File: src/rtl/regfile_scoreboard.sv
// Multi-read-port integer register file with per-register busy bits,
// optional same-cycle write forwarding and a hard-wired zero register.
module regfile_scoreboard #(
    parameter int XLEN     = 32,
    parameter int NREGS    = 32,
    parameter int NRD      = 2,
    parameter int BYPASS   = 1,
    parameter int ZERO_REG = 1,
    localparam int AW      = $clog2(NREGS)
) (
    input  logic                 clk,
    input  logic                 rst,
    input  logic [NRD*AW-1:0]    rd_addr,
    output logic [NRD*XLEN-1:0]  rd_data,
    output logic [NRD-1:0]       rd_busy,
    input  logic                 we,
    input  logic [AW-1:0]        wa,
    input  logic [XLEN-1:0]      wd,
    input  logic                 rsv_en,
    input  logic [AW-1:0]        rsv_addr,
    input  logic                 flush,
    output logic                 busy_any
);

    logic [XLEN-1:0]  mem_q [NREGS];
    logic [XLEN-1:0]  mem_d [NREGS];
    logic [NREGS-1:0] busy_q;
    logic [NREGS-1:0] busy_d;
    logic             wr_ok;

    assign wr_ok = we && !(ZERO_REG != 0 && wa == '0);

    always_comb begin
        mem_d = mem_q;
        if (wr_ok) begin
            mem_d[wa] = wd;
        end
    end

    // A fresh reservation outranks both flush and writeback.
    always_comb begin
        busy_d = busy_q;
        for (int r = 0; r < NREGS; r++) begin
            if (rsv_en && rsv_addr == AW'(r)
                && !(ZERO_REG != 0 && r == 0)) begin
                busy_d[r] = 1'b1;
            end else if (flush) begin
                busy_d[r] = 1'b0;
            end else if (we && wa == AW'(r)) begin
                busy_d[r] = 1'b0;
            end
        end
    end

    always_ff @(posedge clk or negedge rst) begin
        if (!rst) begin
            for (int r = 0; r < NREGS; r++) begin
                mem_q[r] <= '0;
            end
            busy_q <= '0;
        end else begin
            mem_q  <= mem_d;
            busy_q <= busy_d;
        end
    end

    for (genvar p = 0; p < NRD; p++) begin : g_rd
        logic [AW-1:0]   a;
        logic [XLEN-1:0] d;
        logic            b;

        assign a = rd_addr[p*AW +: AW];

        always_comb begin
            d = mem_q[a];
            b = busy_q[a];
            if (ZERO_REG != 0 && a == '0) begin
                d = '0;
                b = 1'b0;
            end else if (BYPASS != 0 && we && wa == a) begin
                d = wd;
                b = 1'b0;
            end
        end

        assign rd_data[p*XLEN +: XLEN] = d;
        assign rd_busy[p]              = b;
    end

    assign busy_any = |busy_q;

endmodule

File: config.mk
export PLATFORM = sky130hd
export DESIGN_NAME = regfile_scoreboard
export DESIGN_NICKNAME = d
export VERILOG_FILES = /design/src/rtl/regfile_scoreboard.sv
export SDC_FILE = /design/constraint.sdc
export NUM_CORES = 2
export LEC_CHECK = 0
export CAP_MARGIN = 30
export CORE_MARGIN = 3
export CORE_UTILIZATION = 36
export CTS_CLUSTER_SIZE = 16
export DETAILED_ROUTE_END_ITERATION = 8
export SLEW_MARGIN = 25
export SYNTH_ARGS = -nofsm -noshare
export SYNTH_HDL_FRONTEND = slang
export SYNTH_SLANG_ARGS = --single-unit
File: constraint.sdc
create_clock -name clk -period 6.1 [get_ports clk]
set_input_delay 1.22 -clock clk [delete_from_list [all_inputs] [get_ports clk]]
set_output_delay 1.22 -clock clk [all_outputs]
set_load 0.05 [all_outputs]
==> impl_metrics.tcl <==
set metrics [dict create \
    dieArea_um2 163000 \
    fillers 14128 \
    nets 3769 \
    slowest_stage "clkdlybuf4s50_1" \
    die_h_um 403 \
    clock-sinks 1055 \
    arrival_ns 4.70 \
    timing.critical_path.from_type "primary input" \
    cp_num_buf_inv 3 \
    syn_area_um2 56800 \
    setup_viol_count_final 0 \
    fin_skew_ns 0 \
    routedWlPerCell_um 32.0 \
    path_cells "clkdlybuf4s50_1 > xor2_1 > nor4_1 > and4b_2 > buf_4 > a32o_1 > buf_12" \
    ir_drop_mv 0.238 \
    clockPowerShare_pct 35.6 \
    synth_warnings 0 \
    route.detailed.drc 0 \
    synth_top_area_share_pct 46.5 \
    fin_util_pct 41.6 \
    slew_headroom_pct 27.3 \
    synth_edf_count 0 \
    slew_violations 0 \
    rsz0062_at_grt "no" \
    htreeDepth 3 \
    core_um2 157000 \
    layout-drive-gt1-share_pct 52.7 \
    drt_iter0_drc 3657 \
    switching_share_pct 27.6 \
    initial_utilization_pct 36.3 \
    antenna_found_initial 9 \
    cp_max_fo 13 \
    combPwrFrac_pct 21.8 \
    port_buffers 123 \
    cts_tree "done" \
    clk_pin_slew_ns 0.05 \
    maxCapViolCount 0 \
    cts_root_buf "clkbuf_16" \
    vias 36325 \
    grt_pass1_wl_um 276000 \
    place_ws_ns 0.228 \
    power_density_nw_per_um2 332 \
    min_period_ns 5.92 \
    synth.most_common_cell "dfrtp_1" \
    r2r_slack_ns 5.24 \
    cts_buffers 118 \
    switchingPower_w 0.00597 \
    netlist_instances 3755 \
    syn_avg_cell_area_um2 15.1 \
    grt_start_max_net_pins 159 \
    dp_hpwl_um 110000 \
    ios 124 \
    seq_power_share_pct 42.6 \
    tns_ns 0 \
    hold_violations 0 \
    synth_top_area_cell "dfrtp_1" \
    ys_types 64 \
    num_rows 145 \
    post_cts_resized 0 \
    grt_pass1_vias 37317 \
    cts_buffer_depth 3 \
    worstSetupPathType "in -> out" \
    ys_seq_area_share_pct 46.5 \
    syn_to_final_growth_pct 14.7 \
    cts_setup_buffers 0 \
    fin_hold_ws_ns 0.396 \
    die_w_um 403 \
    grt_overflow 0 \
    worst_slack_ns 0.178 \
    synth_nets 3812 \
    gp_congestion 0.812 \
    power.leakage_nw 27.5 \
    clock_latency_ns 0.72 \
    cpPeakStageDelay_ns 0.86 \
    drt_wl_total_um 188000 \
    max_freq_mhz 169 \
    hold_path.class "reg -> reg" \
    grt_usage_pct 23.1 \
    finalCritPeriodShare_pct 97.1 \
    vias_per_cell 6.19 \
    ys_top_cells_by_area "dfrtp_1 46%, mux4_2 20%, mux2_2 20%, mux2i_1 2.7%, clkbuf_1 1.5%" \
    synth-seq-cells 1055 \
    critical_path.top_delay_family "simple AND/OR/NAND/NOR gates" \
    cts_hold_buf 0 \
    required_ns 4.88 \
    first_pass_iters 6 \
    status "finished clean" \
    p_int_w 0.0157 \
    ant_nets 0 \
    cp-end-kind "primary output" \
    synth_flop_cell "dfrtp_1" \
    tightest_slew_ns 1.09 \
    synth_common_cells "1,055 x dfrtp_1, 1,016 x mux2_2, 514 x mux4_2, 226 x clkbuf_1, 154 x mux2i_1" \
    synthArstFlopShare_pct 100 \
]
[cell families (layout without fill, tap and decap cells)]
logic type      count (synthesis)  after routing  synth area share [%]
simple gates                  242            242                  2.34
buf+inv                       456            513                  3.87
other cells                     0              2                     0
xor+xnor                       10             10                 0.154
mux                          1684           1684                  43.2
flops                        1055           1055                  46.5
compound gates                308            308                  3.94
[layout by cell type, fill, tap and decap left out, types with 22 or more instances in the layout]
master | synthesis | final
mux2_2 | 1016 | 1016
dfrtp_1 | 1055 | 1055
o22ai_1 | 84 | 84
clkbuf_1 | 226 | 26
a22oi_1 | 57 | 57
buf_4 | 34 | 121
nand2_1 | 37 | 30
o21ai_0 | 30 | 30
nor2b_1 | 23 | 22
a32o_1 | 31 | 31
buf_12 | 2 | 89
clkdlybuf4s50_1 | 0 | 42
clkbuf_16 | 0 | 120
mux4_2 | 514 | 514
mux2i_1 | 154 | 154
clkbuf_8 | 0 | 31
a21oi_1 | 22 | 22
nor2_1 | 62 | 50
nor3_1 | 28 | 27
[state kept, by name (all words and copies together), names as in the netlist]
signal,count
busy_q,31
mem_q,1024
[worst reg2reg max path, delay by kind of cell, from the launching register on]
kind / cells / cell delay [ns]
AOI/OAI and AO/OA: 1 / 0.26
buffers and inverters: 1 / 0.06
DFF: 1 / 0.44
[final cells by class]
cell class,count,area [µm²],area share (%)
clock inverters,43,661,1.01
multi-input cells,2244,28500,43.8
inverters,20,75.1,0.115
flip-flops and latches,1055,26400,40.5
diodes,2,5.00,0.00768
clock buffers,177,3530,5.41
well taps,2058,2570,3.95
repair buffers,273,3380,5.18
[through the flow]
stage	instances	instance area, µm²	power [W]
after floorplan	3755	56800	0.0124
after global placement	5642	60800	0.0139
after detailed placement	5649	60900	0.0141
after CTS	5869	65100	0.0218
after global routing	5870	65100	0.0225
final	5872	65100	0.0216
[path summary, 6_finish.rpt]
path	from	end	depth (start not counted)
max in group asynchronous	rst	mem_q[513]	2
max reg2reg	busy_q[31]	busy_q[31]	2
min	mem_q[1020]	mem_q[1020]	0
min reg2reg	mem_q[1020]	mem_q[1020]	0
max	rd_addr[8]	rd_data[52]	7
min in group asynchronous	rst	mem_q[598]	1
[power groups by stage]
stage	sequential (W)	combinational, W	clock, W
after floorplan	0.00899	0.00346	0
after global placement	0.00927	0.00467	0
after detailed placement	0.00932	0.00473	0
after CTS	0.00920	0.00475	0.00782
after global routing	0.00939	0.00503	0.00810
final	0.00922	0.00472	0.00770
[routing by layer]
metal	up-vias	global-route usage (%)	part of all wire, %
met2	1474	34.5	45
met3	328	4.97	8.3
li1	14565	-	-
met5	-	0	0.015
met1	19954	33.8	44
met4	4	6.96	3.0
Note: power is estimated with default switching activity, not from simulation.
